File: src/rtl/mosquito_pkg.sv
// rtl/mosquito_pkg.sv - shared geometry constants and FSM state type for the mosquito game
//   COORD_W   : coordinate width in pixels
//   SCREEN_W/H: visible raster size
//   MOSQ_SIZE : square mosquito hitbox edge, origin at top-left
//   hit_state_e: bullet FSM states (IDLE=0, FLY=1, SCAN=2)
package mosquito_pkg;

  localparam int COORD_W   = 10;
  localparam int SCREEN_W  = 640;
  localparam int SCREEN_H  = 480;
  localparam int MOSQ_SIZE = 16;

  typedef enum logic [1:0] {
    IDLE = 2'd0,
    FLY  = 2'd1,
    SCAN = 2'd2
  } hit_state_e;

endpackage

File: src/rtl/mosquito_hit_detector_if.sv
// rtl/mosquito_hit_detector_if.sv - bus between the motion stage/player input and the hit detector
//   fire, player_x, mosquito_*_flat : game inputs (driven by master)
//   bullet_x/y, bullet_active       : bullet state for the renderer (driven by slave)
//   kill_flat, hit_pulse            : one-cycle kill strobes
//   score_bcd                       : packed BCD score, digit 0 in LSBs
interface mosquito_hit_detector_if #(
  parameter int N_MOSQ       = 2,
  parameter int SCORE_DIGITS = 4
);
  import mosquito_pkg::*;

  logic                         fire;
  logic [COORD_W-1:0]           player_x;
  logic [COORD_W*N_MOSQ-1:0]    mosquito_x_flat;
  logic [COORD_W*N_MOSQ-1:0]    mosquito_y_flat;
  logic [N_MOSQ-1:0]            mosquito_alive_flat;
  logic [COORD_W-1:0]           bullet_x;
  logic [COORD_W-1:0]           bullet_y;
  logic                         bullet_active;
  logic [N_MOSQ-1:0]            kill_flat;
  logic                         hit_pulse;
  logic [4*SCORE_DIGITS-1:0]    score_bcd;

  modport master (
    output fire, player_x, mosquito_x_flat, mosquito_y_flat, mosquito_alive_flat,
    input  bullet_x, bullet_y, bullet_active, kill_flat, hit_pulse, score_bcd
  );

  modport slave (
    input  fire, player_x, mosquito_x_flat, mosquito_y_flat, mosquito_alive_flat,
    output bullet_x, bullet_y, bullet_active, kill_flat, hit_pulse, score_bcd
  );

endinterface

File: src/rtl/mosquito_hit_detector_bcd.sv
// rtl/mosquito_hit_detector_bcd.sv - saturating packed-BCD score counter
//   clk25     : pixel clock
//   reset_n   : async active-low reset, clears score
//   inc       : add one this cycle
//   score_bcd : packed BCD, digit 0 in LSBs; holds at all-9s
module bcd_score_counter #(
  parameter int DIGITS = 4
) (
  input  logic                  clk25,
  input  logic                  reset_n,
  input  logic                  inc,
  output logic [4*DIGITS-1:0]   score_bcd
);

  logic [4*DIGITS-1:0] score_nxt;
  logic                carry;

  // Ripple the +1 through the digits; a carry out of the top digit means
  // every digit was 9, which is the saturation condition.
  always_comb begin
    score_nxt = score_bcd;
    carry     = 1'b1;
    for (int d = 0; d < DIGITS; d++) begin
      if (carry) begin
        if (score_bcd[4*d +: 4] == 4'd9) begin
          score_nxt[4*d +: 4] = 4'd0;
        end else begin
          score_nxt[4*d +: 4] = score_bcd[4*d +: 4] + 4'd1;
          carry               = 1'b0;
        end
      end
    end
  end

  always_ff @(posedge clk25 or negedge reset_n) begin
    if (!reset_n) begin
      score_bcd <= '0;
    end else if (inc && !carry) begin
      score_bcd <= score_nxt;
    end
  end

endmodule

File: src/rtl/mosquito_hit_detector.sv
// rtl/mosquito_hit_detector.sv - single player bullet: launch, upward motion, mosquito hit scan, score
//   clk25   : 25 MHz pixel clock
//   reset_n : async active-low reset
//   bus     : mosquito_hit_detector_if.slave (fire/player/mosquito inputs; bullet, kill, score outputs)
//   AUTO_FIRE_EN : when defined, a held fire level launches from IDLE instead of only a rising edge
module mosquito_hit_detector
  import mosquito_pkg::*;
#(
  parameter int N_MOSQ       = 2,
  parameter int BULLET_Y0    = 440,
  parameter int BULLET_STEP  = 4,
  parameter int TICK_DIV     = 32768,
  parameter int SCORE_DIGITS = 4
) (
  input  logic                     clk25,
  input  logic                     reset_n,
  mosquito_hit_detector_if.slave   bus
);

  localparam int IDX_W = (N_MOSQ > 1) ? $clog2(N_MOSQ) : 1;
  localparam int CNT_W = $clog2(TICK_DIV);
  localparam logic [COORD_W:0] SIZE_W = (COORD_W+1)'(MOSQ_SIZE);

  hit_state_e          state_q, state_d;
  logic                fire_q;
  logic [CNT_W-1:0]    tick_q, tick_d;
  logic [IDX_W-1:0]    idx_q, idx_d;
  logic [COORD_W-1:0]  bx_q, bx_d, by_q, by_d;
  logic                act_q, act_d;
  logic [N_MOSQ-1:0]   kill_q, kill_d;
  logic                hit_q, hit_d;
  logic                score_inc, launch, tick_wrap, slot_hit;
  logic [COORD_W-1:0]  mx_arr [N_MOSQ];
  logic [COORD_W-1:0]  my_arr [N_MOSQ];
  logic [COORD_W:0]    mx_w, my_w, bx_w, by_w;

  always_comb begin
    for (int i = 0; i < N_MOSQ; i++) begin
      mx_arr[i] = bus.mosquito_x_flat[i*COORD_W +: COORD_W];
      my_arr[i] = bus.mosquito_y_flat[i*COORD_W +: COORD_W];
    end
  end

  // One extra bit so mx+MOSQ_SIZE near the top of the coordinate range
  // cannot wrap and produce a false miss.
  always_comb begin
    mx_w     = {1'b0, mx_arr[idx_q]};
    my_w     = {1'b0, my_arr[idx_q]};
    bx_w     = {1'b0, bx_q};
    by_w     = {1'b0, by_q};
    slot_hit = bus.mosquito_alive_flat[idx_q]
             && (mx_w <= bx_w) && (bx_w < mx_w + SIZE_W)
             && (my_w <= by_w) && (by_w < my_w + SIZE_W);
  end

`ifdef AUTO_FIRE_EN
  assign launch = bus.fire;
`else
  assign launch = bus.fire & ~fire_q;
`endif

  assign tick_wrap = (tick_q == CNT_W'(TICK_DIV - 1));

  always_comb begin
    state_d   = state_q;
    tick_d    = tick_q;
    idx_d     = idx_q;
    bx_d      = bx_q;
    by_d      = by_q;
    act_d     = act_q;
    kill_d    = '0;
    hit_d     = 1'b0;
    score_inc = 1'b0;
    case (state_q)
      IDLE: begin
        if (launch) begin
          bx_d    = bus.player_x;
          by_d    = COORD_W'(BULLET_Y0);
          act_d   = 1'b1;
          tick_d  = '0;
          state_d = FLY;
        end
      end
      FLY: begin
        tick_d = tick_wrap ? '0 : tick_q + 1'b1;
        if (tick_wrap) begin
          if (by_q < COORD_W'(BULLET_STEP)) begin
            act_d   = 1'b0;
            state_d = IDLE;
          end else begin
            by_d    = by_q - COORD_W'(BULLET_STEP);
            idx_d   = '0;
            state_d = SCAN;
          end
        end
      end
      SCAN: begin
        // The tick keeps running so the move period stays TICK_DIV cycles.
        tick_d = tick_wrap ? '0 : tick_q + 1'b1;
        if (slot_hit) begin
          kill_d[idx_q] = 1'b1;
          hit_d         = 1'b1;
          act_d         = 1'b0;
          score_inc     = 1'b1;
          state_d       = IDLE;
        end else if (idx_q == IDX_W'(N_MOSQ - 1)) begin
          state_d = FLY;
        end else begin
          idx_d = idx_q + 1'b1;
        end
      end
      default: state_d = IDLE;
    endcase
  end

  always_ff @(posedge clk25 or negedge reset_n) begin
    if (!reset_n) begin
      state_q <= IDLE;
      fire_q  <= 1'b0;
      tick_q  <= '0;
      idx_q   <= '0;
      bx_q    <= '0;
      by_q    <= COORD_W'(BULLET_Y0);
      act_q   <= 1'b0;
      kill_q  <= '0;
      hit_q   <= 1'b0;
    end else begin
      state_q <= state_d;
      fire_q  <= bus.fire;
      tick_q  <= tick_d;
      idx_q   <= idx_d;
      bx_q    <= bx_d;
      by_q    <= by_d;
      act_q   <= act_d;
      kill_q  <= kill_d;
      hit_q   <= hit_d;
    end
  end

  bcd_score_counter #(.DIGITS(SCORE_DIGITS)) u_score (
    .clk25     (clk25),
    .reset_n   (reset_n),
    .inc       (score_inc),
    .score_bcd (bus.score_bcd)
  );

  assign bus.bullet_x      = bx_q;
  assign bus.bullet_y      = by_q;
  assign bus.bullet_active = act_q;
  assign bus.kill_flat     = kill_q;
  assign bus.hit_pulse     = hit_q;

endmodule

File: src/flat_wrapper.sv
// flat-port wrapper written by rule: the top's interface ports become plain ports
module mosquito_hit_detector_flat import mosquito_pkg::*;
#(
  parameter int N_MOSQ       = 2,
  parameter int BULLET_Y0    = 440,
  parameter int BULLET_STEP  = 4,
  parameter int TICK_DIV     = 32768,
  parameter int SCORE_DIGITS = 4
)
  (clk25, reset_n, bus_fire, bus_player_x, bus_mosquito_x_flat, bus_mosquito_y_flat, bus_mosquito_alive_flat, bus_bullet_x, bus_bullet_y, bus_bullet_active, bus_kill_flat, bus_hit_pulse, bus_score_bcd);
  mosquito_hit_detector_if #(.N_MOSQ(N_MOSQ), .SCORE_DIGITS(SCORE_DIGITS)) bus_i ();
  input  logic clk25;
  input  logic reset_n;
  input wire logic [$bits(bus_i.fire)-1:0] bus_fire;
  input wire logic [$bits(bus_i.player_x)-1:0] bus_player_x;
  input wire logic [$bits(bus_i.mosquito_x_flat)-1:0] bus_mosquito_x_flat;
  input wire logic [$bits(bus_i.mosquito_y_flat)-1:0] bus_mosquito_y_flat;
  input wire logic [$bits(bus_i.mosquito_alive_flat)-1:0] bus_mosquito_alive_flat;
  output wire logic [$bits(bus_i.bullet_x)-1:0] bus_bullet_x;
  output wire logic [$bits(bus_i.bullet_y)-1:0] bus_bullet_y;
  output wire logic [$bits(bus_i.bullet_active)-1:0] bus_bullet_active;
  output wire logic [$bits(bus_i.kill_flat)-1:0] bus_kill_flat;
  output wire logic [$bits(bus_i.hit_pulse)-1:0] bus_hit_pulse;
  output wire logic [$bits(bus_i.score_bcd)-1:0] bus_score_bcd;
  assign bus_i.fire = bus_fire;
  assign bus_i.player_x = bus_player_x;
  assign bus_i.mosquito_x_flat = bus_mosquito_x_flat;
  assign bus_i.mosquito_y_flat = bus_mosquito_y_flat;
  assign bus_i.mosquito_alive_flat = bus_mosquito_alive_flat;
  assign bus_bullet_x = bus_i.bullet_x;
  assign bus_bullet_y = bus_i.bullet_y;
  assign bus_bullet_active = bus_i.bullet_active;
  assign bus_kill_flat = bus_i.kill_flat;
  assign bus_hit_pulse = bus_i.hit_pulse;
  assign bus_score_bcd = bus_i.score_bcd;
  mosquito_hit_detector #(.N_MOSQ(N_MOSQ), .BULLET_Y0(BULLET_Y0), .BULLET_STEP(BULLET_STEP), .TICK_DIV(TICK_DIV), .SCORE_DIGITS(SCORE_DIGITS)) u_core (.clk25(clk25), .reset_n(reset_n), .bus(bus_i));
endmodule
File: config.mk
export PLATFORM = sky130hd
export DESIGN_NAME = mosquito_hit_detector_flat
export DESIGN_NICKNAME = d
export VERILOG_FILES = /design/src/rtl/mosquito_pkg.sv /design/src/rtl/mosquito_hit_detector_if.sv /design/src/rtl/mosquito_hit_detector_bcd.sv /design/src/rtl/mosquito_hit_detector.sv /design/src/flat_wrapper.sv
export SDC_FILE = /design/constraint.sdc
export NUM_CORES = 1
export LEC_CHECK = 0
export ABC_AREA = 1
export CAP_MARGIN = 5
export CORE_AREA = 3 3 117 108
export CTS_CLUSTER_DIAMETER = 150
export DETAILED_ROUTE_END_ITERATION = 16
export DIE_AREA = 0 0 120 111
export PLACE_DENSITY = 0.73
export SKIP_LAST_GASP = 1
export SLEW_MARGIN = 25
export SYNTH_ARGS = -nofsm -noshare
export SYNTH_HDL_FRONTEND = slang
export SYNTH_SLANG_ARGS = --single-unit
export TNS_END_PERCENT = 1
File: constraint.sdc
create_clock -name clk25 -period 4.6 [get_ports clk25]
set_input_delay 1.38 -clock clk25 [delete_from_list [all_inputs] [get_ports clk25]]
set_output_delay 1.38 -clock clk25 [all_outputs]
set_load 0.005 [all_outputs]
==> results of run 1 <==
==> cell usage in the layout, fill, tap and decap left out, types with 3 or more instances in the layout <==
master and n:
a21oi_1 32, and3_1 3, buf_4 4, bufinv_16 3, clkbuf_16 9, clkdlybuf4s50_1 91
dfrtp_1 52, dfstp_2 5, ha_1 44, inv_1 108, inv_2 5, mux2i_1 3
nand2_1 146, nand2_2 7, nand3_1 35, nand3_2 5, nand4_1 20, nor2_1 61
nor2_2 3, nor2_4 4, nor3_1 16, nor3b_1 3, o21ai_0 21, o21ai_1 9
or2_2 7, xnor2_1 4, xor2_1 12
==> per-stage QoR <==
| stage | hold WS (ps) | instance area, µm² |
|---|---|---|
| after floorplan | 474 | 4540 |
| after global placement | 488 | 5590 |
| after detailed placement | 500 | 5590 |
| after CTS | 509 | 5930 |
| after global routing | 530 | 5930 |
| final | 511 | 5930 |
==> kinds of logic (layout without fill, tap and decap cells) <==
logic type,count (synthesis),in the layout,synth area share (%)
buf+inv,126,225,11.2
compound gates,74,74,8.80
mux,3,3,0.662
xor+xnor,16,16,3.09
flops,57,57,31.6
fa+ha+maj,44,44,12.1
simple gates,318,318,32.5
other cells,1,2,0.0826
==> how the worst max path moves through the flow <==
stage,end,startpoint
after floorplan,u_core.u_score.score_bcd[1],bus_mosquito_x_flat[15]
after global placement,u_core.u_score.score_bcd[11],bus_mosquito_x_flat[15]
after detailed placement,u_core.u_score.score_bcd[15],bus_mosquito_x_flat[4]
after CTS,u_core.u_score.score_bcd[15],bus_mosquito_x_flat[4]
after global routing,u_core.u_score.score_bcd[15],bus_mosquito_x_flat[4]
final,u_core.u_score.score_bcd[15],bus_mosquito_x_flat[14]
==> area by class of cell <==
cell class              count  area [µm²]
flip-flops and latches     57        1430
inverters                 114         428
repair buffers             95         941
multi-input cells         457        2600
well taps                 156         195
clock buffers              11         233
fillers                  1100        5500
clock inverters             5         104
==> power groups by stage <==
stage / combinational [mW] / sequential (mW) / clock (mW)
final: 1.69 / 0.739 / 0.769
after global routing: 1.93 / 0.759 / 0.809
after CTS: 1.69 / 0.740 / 0.781
after detailed placement: 1.67 / 0.747 / 0
after global placement: 1.62 / 0.742 / 0
after floorplan: 1.17 / 0.720 / 0
==> registers in the layout, summed over array words and instances, names as in the netlist <==
register / cells
u_core.idx_q: 1
u_core.bus.bullet_y: 8
u_core.tick_q: 15
u_core.bus.bullet_x: 10
u_core.u_score.score_bcd: 16
u_core.fire_q: 1
u_core.bus.bullet_active: 1
u_core.state_q: 2
u_core.bus.hit_pulse: 1
u_core.bus.kill_flat: 2
==> layer usage <==
| layer | vias to the layer above | global-route usage, % | part of all wire [%] | routed length, µm |
|---|---|---|---|---|
| met5 | - | 0 | 0 | 0 |
| met4 | 0 | 4.73 | 0.81 | 96 |
| met3 | 9 | 3.42 | 3.6 | 430 |
| met2 | 94 | 32.0 | 50 | 5910 |
| met1 | 2074 | 23.3 | 46 | 5450 |
| li1 | 2238 | - | - | - |
==> metrics.md, run 1 <==
| Metric | Value |
|---|---|
| Run status | finished clean |
| H-Tree Level Count | 3 |
| Seq cells post-synth | 57 |
| WP buf/inv | 1 |
| Power Density | 538 nW/µm² |
| WP depth | 16 |
| Final Util | 51.9% |
| Largest net degree at the start of global routing | 44 |
| CTS max path bufs | 2 |
| Mapped Area | 4540 µm² |
| Crit end category | flip-flop |
| Comb power frac | 52.8% |
| Post-synth ARST share | 100% |
| R2R setup slack | 1050 ps |
| HPWL Detailed | 9210 µm |
| Cell mode on critical path | nand2_1 |
| Final hold vios | 0 |
| GRT Total Usage | 18.4% |
| Share of cells above drive strength 1 | 7.98% |
| Slew Limit Fails | 0 |
| Cell variety after synth | 43 |
| Sequential share of the synthesized area | 31.6% |
| FF-to-FF Start | u_core.idx_q |
| Synth warn | 0 |
| CTS tree | done |
| Avg WL per Cell | 13.3 µm |
| Post-synth top area share | 28.7% |
| Die span in y | 111 µm |
| Worst hold path startpoint | u_core.tick_q[0] |
| Dpl cells | 879 |
| Switching part of the total | 42.5% |
| I/O pins | 95 |
| CP peak stage delay | 460 ps |
| Core footprint | 11400 µm² |
| Most area-consuming cells after synthesis | dfrtp_1, ha_1, nand2_1 |
| Final ANT Viol Nets | 0 |
| Worst Slack Setup Final | 516 ps |
| Path type of the worst setup path | in2reg |
| Grt total ovfl | 0 |
| Vias in the first global route | 4392 |
| PortBufs | 92 |
| Cell chain of the critical path | clkdlybuf4s50_1 -> nand2_1 -> nand2_1 -> ha_1 -> nand2_1 -> nor2_1 -> xor2_1 -> ha_1 -> a21oi_1 -> a21oi_1 -> nor2_2 -> nand3_2 -> nor2_4 -> nand2_1 -> nand2_1 -> o21ai_1 |
| Area growth from synthesis to layout | 30.7% |
| Setup TNS | 0 ps |
| DR pass1 iterations | 4 |
| Worst-skew pair later-pin latency | 330 ps |
| Chip width | 120 µm |
| Sink Count | 57 |
| Total power | 3.19 mW |
| Fin nets | 833 |
| Detailed Route Iter0 Violations | 231 |
| Worst r2r dst | u_core.u_score.score_bcd[15] |
| Post-synth top area cell | dfrtp_1 |
| DRC | 0 |
| Net Sw Power | 1.36 mW |
| Clock-pin slew on the worst setup and hold paths | 50 ps |
| CP max-delay cell | clkdlybuf4s50_1 |
| Num CTS Buffers | 9 |
| Synthesized area per cell | 7.10 µm² |
| Required time worst endpoint | 4820 ps |
| N_diodes | 0 |
| Number of vias per cell | 4.93 |
| Delay-heaviest family, CP | simple AND/OR/NAND/NOR gates |
| Power share of the clock group | 24.1% |
| Cell-internal power | 1.84 mW |
| Hold WC Path Type | reg2reg |
| Commonest cells in the netlist | nand2_1, inv_1, nor2_1, dfrtp_1, ha_1 |
| Cell with the most instances after synthesis | nand2_1 |
| Max-Cap Viols | 0 |
| Unrepaired setup endpoints after global routing | no |
| Number of flops mapped to enable cells by yosys | 0 |
| Hold Path End | u_core.tick_q[0] |
| Post-CTS Resized | 0 |
| Routability congestion estimate | 0.885 |
| Nature of the critical path startpoint | input port |
| Fin cells | 895 |
| Clk root buf | clkbuf_16 |
| Worst Tran Pin Value | 590 ps |
| Period utilisation layout | 88.8% |
| Maximum fanout along the worst path | 12 |
| Die ar. | 13300 µm² |
| VDD IR-drop max | 0.233 mV |
| First-pass GRT wire length | 20200 µm |
| Syn Inst Count | 639 |
| Row Count | 37 |
| Post-CTS Hold Buffers | 0 |
| Pre-CTS setup slack | 258 ps |
| Initial Util | 39.7% |
| Synth Flop Type | dfrtp_1 |
| Worst Reg-to-Reg Cells | 16 |
| Antenna violations before repair | 0 |
| Final WL | 11900 µm |
| Leak Pwr | 2.92 nW |
| Max Clock Skew | 8.88 ps |
| Hold path cells | 1 |
| Worst relative slew slack | 60.6% |
| Via total after detailed routing | 4415 |
| Post-CTS Setup Inserts | 0 |
| Final setup fails | 0 |
| Sequential Power Share | 23.1% |
| Min Tclk post-route | 4080 ps |
| FMAX | 245 MHz |
| Critical path data arrival time | 4300 ps |
Note: power is estimated with default switching activity, not from simulation.
==> run 2: changes to the inputs <==
--- a/config.mk
+++ b/config.mk
@@ -7,10 +7,10 @@
 export LEC_CHECK = 0
 export ABC_AREA = 1
 export CAP_MARGIN = 5
-export CORE_AREA = 3 3 117 108
+export CORE_AREA = 2 2 116 107
 export CTS_CLUSTER_DIAMETER = 150
 export DETAILED_ROUTE_END_ITERATION = 16
-export DIE_AREA = 0 0 120 111
+export DIE_AREA = 0 0 118 109
 export PLACE_DENSITY = 0.73
 export SKIP_LAST_GASP = 1
 export SLEW_MARGIN = 25
==> metrics.md, run 2 (synthesized netlist as in run 1, its figures left out) <==
| Metric | Value |
|---|---|
| Run status | finished clean (unchanged) |
| Final ANT Viol Nets | 0 (unchanged) |
| Commonest non-fill, non-tap cell in the layout | nand2_1 (unchanged) |
| Min Tclk post-route | 3970 ps (was 4080 ps) |
| Sink Count | 57 (unchanged) |
| Dpl cells | 884 (was 879) |
| Nature of the critical path startpoint | input port (unchanged) |
| Area growth from synthesis to layout | 30.1% (was 30.7%) |
| Post-CTS Hold Buffers | 0 (unchanged) |
| Vias in the first global route | 4229 (was 4392) |
| Fin cells | 899 (was 895) |
| Die ar. | 12900 µm² (was 13300 µm²) |
| Num CTS Buffers | 9 (unchanged) |
| Critical path destination | u_core.u_score.score_bcd[11] (was u_core.u_score.score_bcd[15]) |
| Largest register FFs | 16 (unchanged) |
| Routability congestion estimate | 0.881 (was 0.885) |
| Leak Pwr | 2.91 nW (was 2.92 nW) |
| Total power | 3.08 mW (was 3.19 mW) |
| Row Count | 38 (was 37) |
| Share of cells above drive strength 1 | 8.12% (was 7.98%) |
| Path type of the worst setup path | in2reg (unchanged) |
| DR pass1 iterations | 4 (unchanged) |
| Detailed Route Iter0 Violations | 196 (was 231) |
| Worst-skew pair later-pin latency | 330 ps (about the same) |
| Worst Reg-to-Reg Cells | 18 (was 16) |
| Hold path cells | 1 (unchanged) |
| Core footprint | 11700 µm² (was 11400 µm²) |
| Avg WL per Cell | 12.1 µm (was 13.3 µm) |
| Unrepaired setup endpoints after global routing | no (unchanged) |
| First-pass GRT wire length | 19500 µm (was 20200 µm) |
| Critical path data arrival time | 4180 ps (was 4300 ps) |
| Chip width | 118 µm (was 120 µm) |
| Clk root buf | clkbuf_16 (unchanged) |
| Slew Limit Fails | 0 (unchanged) |
| Final hold vios | 0 (unchanged) |
| Initial Util | 38.6% (was 39.7%) |
| Number of vias per cell | 4.67 (was 4.93) |
| DRC | 0 (unchanged) |
| CTS max path bufs | 2 (unchanged) |
| Max Clock Skew | 8.83 ps (was 8.88 ps) |
| Power share of the clock group | 21.8% (was 24.1%) |
| Worst Tran Pin Value | 747 ps (was 590 ps) |
| Grt total ovfl | 0 (unchanged) |
| Antenna violations before repair | 0 (unchanged) |
| Most frequent cells in the layout | nand2_1, inv_1, clkdlybuf4s50_1 (unchanged) |
| Cell-internal power | 1.75 mW (was 1.84 mW) |
| Worst relative slew slack | 50.2% (was 60.6%) |
| Sequential Power Share | 24.5% (was 23.1%) |
| Max-Cap Viols | 0 (unchanged) |
| H-Tree Level Count | 3 (unchanged) |
| Post-CTS Resized | 0 (unchanged) |
| GRT Total Usage | 18.7% (was 18.4%) |
| Fin nets | 834 (was 833) |
| Maximum fanout along the worst path | 12 (unchanged) |
| Crit path from | bus_mosquito_x_flat[14] (unchanged) |
| Die span in y | 109 µm (was 111 µm) |
| N_diodes | 0 (unchanged) |
| Worst r2r dst | u_core.u_score.score_bcd[11] (was u_core.u_score.score_bcd[15]) |
| Clock-pin slew on the worst setup and hold paths | 50 ps (about the same) |
| Required time worst endpoint | 4810 ps (was 4820 ps) |
| Period utilisation layout | 86.2% (was 88.8%) |
| Final setup fails | 0 (unchanged) |
| Hold WC Path Type | reg2reg (unchanged) |
| R2R setup slack | 980 ps (was 1050 ps) |
| Net Sw Power | 1.33 mW (was 1.36 mW) |
| Power Density | 522 nW/µm² (was 538 nW/µm²) |
| Final Util | 50.3% (was 51.9%) |
| PortBufs | 92 (unchanged) |
| FF-to-FF Start | u_core.idx_q (unchanged) |
| Crit end category | flip-flop (unchanged) |
| I/O pins | 95 (unchanged) |
| Largest Register | u_core.u_score.score_bcd (unchanged) |
| Switching part of the total | 43.1% (was 42.5%) |
| Via total after detailed routing | 4198 (was 4415) |
| FMAX | 252 MHz (was 245 MHz) |
| Setup TNS | 0 ps (unchanged) |
| VDD IR-drop max | 0.275 mV (was 0.233 mV) |
| Comb power frac | 53.7% (was 52.8%) |
| CTS tree | done (unchanged) |
| Final WL | 10900 µm (was 11900 µm) |
| Largest net degree at the start of global routing | 31 (was 44) |
| HPWL Detailed | 8680 µm (was 9210 µm) |
| Post-CTS Setup Inserts | 0 (unchanged) |
## run 2: changes by cell type in the layout (fill, tap and decap cells not counted)
cell	before	now
clkbuf_8	0	2
buf_2	0	1
clkbuf_1	2	1
clkinv_2	1	2
bufinv_16	3	1
clkinv_4	1	0
## run 2: power by group through the flow
stage               sequential, mW  combinational (mW)  clock, mW
CTS                          0.757                1.66      0.685
floorplan                    0.720                1.17          0
global route                 0.778                1.91      0.711
detailed placement           0.764                1.65          0
global placement             0.763                1.63          0
finish                       0.754                1.65      0.672
## run 2: how the worst min path moves through the flow
stage                      from                to
2_1_floorplan  u_core.tick_q[1]  u_core.tick_q[1]
3_3_place_gp   u_core.tick_q[0]  u_core.tick_q[0]
3_5_place_dp   u_core.tick_q[1]  u_core.tick_q[1]
4_1_cts        u_core.tick_q[0]  u_core.tick_q[0]
5_1_grt        u_core.tick_q[1]  u_core.tick_q[1]
6_report       u_core.tick_q[0]  u_core.tick_q[0]
## run 2: final cells by class
class | instances | area, µm²
clock inverters | 3 | 40.0
inverters | 114 | 428
well taps | 160 | 200
multi-input cells | 457 | 2600
flip-flops and latches | 57 | 1430
fillers | 1163 | 5840
clock buffers | 12 | 256
repair buffers | 96 | 946
## run 2: worst max-delay path: stages
cell,delay [ps]
clkdlybuf4s50_1,450
nand2_1,50
nand2_1,170
ha_1,270
nand2_1,80
nor2_1,110
xor2_1,160
ha_1,270
a21oi_1,220
a21oi_1,130
nor2_2,150
nand3_2,120
nor2_4,320
nand2_1,140
nand2_1,80
o21ai_1,60
## run 2: per-stage QoR
stage	hold WS [ps]	setup WS (ps)	area, µm²
2_1_floorplan	474	1100	4540
3_3_place_gp	494	350	5610
3_5_place_dp	505	301	5610
4_1_cts	513	646	5900
5_1_grt	557	275	5900
6_report	505	634	5900
## run 2: per-layer routing
layer / wire length [µm] / global-route usage, % / vias to the layer above
li1: - / - / 2228
met1: 5370 / 24.7 / 1894
met2: 5030 / 31.6 / 70
met3: 406 / 4.65 / 6
met4: 93 / 3.70 / 0
met5: 0 / 0 / -
==> run 3: changes to the inputs <==
--- a/config.mk
+++ b/config.mk
@@ -11,7 +11,7 @@
 export CTS_CLUSTER_DIAMETER = 150
 export DETAILED_ROUTE_END_ITERATION = 16
 export DIE_AREA = 0 0 118 109
-export PLACE_DENSITY = 0.73
+export PLACE_DENSITY_LB_ADDON = 0.2
 export SKIP_LAST_GASP = 1
 export SLEW_MARGIN = 25
 export SYNTH_ARGS = -nofsm -noshare
==> metrics.md, run 3 (synthesized netlist as in run 1, its figures left out) <==
| Metric | Value |
|---|---|
| Run status | finished clean (unchanged) |
| Final setup fails | 0 (unchanged) |
| Initial Util | 38.6% (unchanged) |
| CP max-delay cell | clkdlybuf4s50_1 (unchanged) |
| Die span in y | 109 µm (unchanged) |
| Routability congestion estimate | 0.880 (was 0.881) |
| Area growth from synthesis to layout | 30.1% (about the same) |
| Fin nets | 834 (unchanged) |
| CP peak stage delay | 460 ps (was 450 ps) |
| Final WL | 11500 µm (was 10900 µm) |
| Core footprint | 11700 µm² (unchanged) |
| Share of cells above drive strength 1 | 8.24% (was 8.12%) |
| Worst-skew pair later-pin latency | 330 ps (about the same) |
| Cell mode on critical path | nand2_1 (unchanged) |
| WP buf/inv | 1 (unchanged) |
| Power Density | 523 nW/µm² (was 522 nW/µm²) |
| Leak Pwr | 2.91 nW (about the same) |
| Final hold vios | 0 (unchanged) |
| CTS tree | done (unchanged) |
| CTS max path bufs | 2 (unchanged) |
| Layout filler cell count | 1192 (was 1163) |
| Worst relative slew slack | 59.6% (was 50.2%) |
| Clock-pin slew on the worst setup and hold paths | 50 ps (about the same) |
| Post-CTS Resized | 0 (unchanged) |
| Required time worst endpoint | 4820 ps (was 4810 ps) |
| DP Area | 5610 µm² (unchanged) |
| Via total after detailed routing | 4344 (was 4198) |
| H-Tree Level Count | 3 (unchanged) |
| FF-to-FF Start | u_core.idx_q (unchanged) |
| Setup TNS | 0 ps (unchanged) |
| GRT Total Usage | 19.0% (was 18.7%) |
| Worst Reg-to-Reg Cells | 17 (was 18) |
| Grt total ovfl | 0 (unchanged) |
| Clk root buf | clkbuf_16 (unchanged) |
| Detailed Route Iter0 Violations | 145 (was 196) |
| Slew Limit Fails | 0 (unchanged) |
| Hold_ws | 507 ps (was 505 ps) |
| Worst r2r dst | u_core.u_score.score_bcd[11] (unchanged) |
| Sink Count | 57 (unchanged) |
| HPWL Detailed | 8890 µm (was 8680 µm) |
| Post-CTS Setup Inserts | 0 (unchanged) |
| Critical path data arrival time | 4260 ps (was 4180 ps) |
| Most frequent cells in the layout | nand2_1, inv_1, clkdlybuf4s50_1 (unchanged) |
| Worst hold path startpoint | u_core.bus.bullet_active (was u_core.tick_q[0]) |
| Hold Path End | u_core.bus.bullet_active (was u_core.tick_q[0]) |
| Post-CTS Hold Buffers | 0 (unchanged) |
| R2R setup slack | 1090 ps (was 980 ps) |
| Die ar. | 12900 µm² (unchanged) |
| Maximum fanout along the worst path | 12 (unchanged) |
| Unrepaired setup endpoints after global routing | no (unchanged) |
| Nature of the critical path startpoint | input port (unchanged) |
| Largest net degree at the start of global routing | 26 (was 31) |
| Crit end category | flip-flop (unchanged) |
| Num CTS Buffers | 9 (unchanged) |
| DR pass1 iterations | 4 (unchanged) |
| Row Count | 38 (unchanged) |
| Commonest non-fill, non-tap cell in the layout | nand2_1 (unchanged) |
| Chip width | 118 µm (unchanged) |
| PortBufs | 92 (unchanged) |
| Largest register FFs | 16 (unchanged) |
| Hold path cells | 2 (was 1) |
| Multi-input gate area | 2600 µm² (unchanged) |
| Number of vias per cell | 4.83 (was 4.67) |
| FMAX | 247 MHz (was 252 MHz) |
| I/O pins | 95 (unchanged) |
| Path type of the worst setup path | in2reg (unchanged) |
| N_diodes | 0 (unchanged) |
| DRC | 0 (unchanged) |
| Hold WC Path Type | reg2reg (unchanged) |
| Cell chain of the critical path | clkdlybuf4s50_1 -> nand2_1 -> nand2_1 -> ha_1 -> nand2_1 -> nor2_1 -> xor2_1 -> ha_1 -> a21oi_1 -> a21oi_1 -> nor2_2 -> nand3_2 -> nor2_4 -> nand2_1 -> nand2_1 -> o21ai_1 (unchanged) |
| Vias in the first global route | 4301 (was 4229) |
| Max-Cap Viols | 0 (unchanged) |
| Delay-heaviest family, CP | simple AND/OR/NAND/NOR gates (unchanged) |
| Reg area | 1430 µm² (unchanged) |
| Min Tclk post-route | 4040 ps (was 3970 ps) |
| Antenna violations before repair | 0 (unchanged) |
| First-pass GRT wire length | 19800 µm (was 19500 µm) |
| Largest Register | u_core.u_score.score_bcd (unchanged) |
| Worst Tran Pin Value | 606 ps (was 747 ps) |
| VDD IR-drop max | 0.275 mV (about the same) |
| Final std cell area, no fill | 5900 µm² (about the same) |
| Final ANT Viol Nets | 0 (unchanged) |
| Period utilisation layout | 87.8% (was 86.2%) |
| Max Clock Skew | 8.64 ps (was 8.83 ps) |
| Avg WL per Cell | 12.8 µm (was 12.1 µm) |
[run 3: cell types whose count changed in the layout (fill, tap and decap cells not counted), sizes merged]
cell	change
clkinvlp	+2
clkbuf	-1
[run 3: per-stage QoR]
step / util [%] / setup slack (ps) / cells / total power, mW
floorplan: - / 1100 / 640 / 1.89
global placement: 47.7 / 345 / 884 / 2.38
detailed placement: 47.7 / 242 / 884 / 2.41
CTS: 50.3 / 590 / 900 / 3.11
global route: 50.3 / 262 / 900 / 3.41
finish: 50.3 / 559 / 900 / 3.09
[run 3: worst max-delay path by stage]
| stage | from | end | slack (ps) | cells past startpoint |
|---|---|---|---|---|
| final | bus_mosquito_x_flat[14] | u_core.u_score.score_bcd[11] | 560 | 16 |
| after global routing | bus_mosquito_x_flat[14] | u_core.u_score.score_bcd[8] | 260 | 17 |
| after CTS | bus_mosquito_x_flat[14] | u_core.u_score.score_bcd[11] | 590 | 16 |
| after detailed placement | bus_mosquito_x_flat[14] | u_core.u_score.score_bcd[11] | 240 | 16 |
| after global placement | bus_mosquito_x_flat[14] | u_core.u_score.score_bcd[11] | 340 | 16 |
| after floorplan | bus_mosquito_x_flat[15] | u_core.u_score.score_bcd[1] | 1100 | 18 |
[run 3: tightest hold or removal path: cells and delay by family, from the launching register on]
kind | cells | cell delay [ps]
flops | 1 | 350
simple gates | 1 | 50
compound gates | 1 | 70
[run 3: layout make-up]
class | instances | area share, %
sequential | 57 | 24.3
clock inverter | 5 | 0.932
clock buffer | 11 | 4.11
tap | 160 | 3.39
multi-input combinational | 457 | 44.0
inverter | 114 | 7.25
timing repair buffer | 96 | 16.0
[run 3: power breakdown]
part / internal, mW / leakage, nW / switching (mW)
registers: 0.621 / 0.716 / 0.127
clock network: 0.432 / 0.142 / 0.247
logic: 0.682 / 2.05 / 0.976
[run 3: routing by layer]
layer / GRT usage, % / wire (µm)
met2: 32.1 / 5350
met4: 5.42 / 110
met1: 24.4 / 5510
met3: 4.55 / 515
met5: 0 / 0
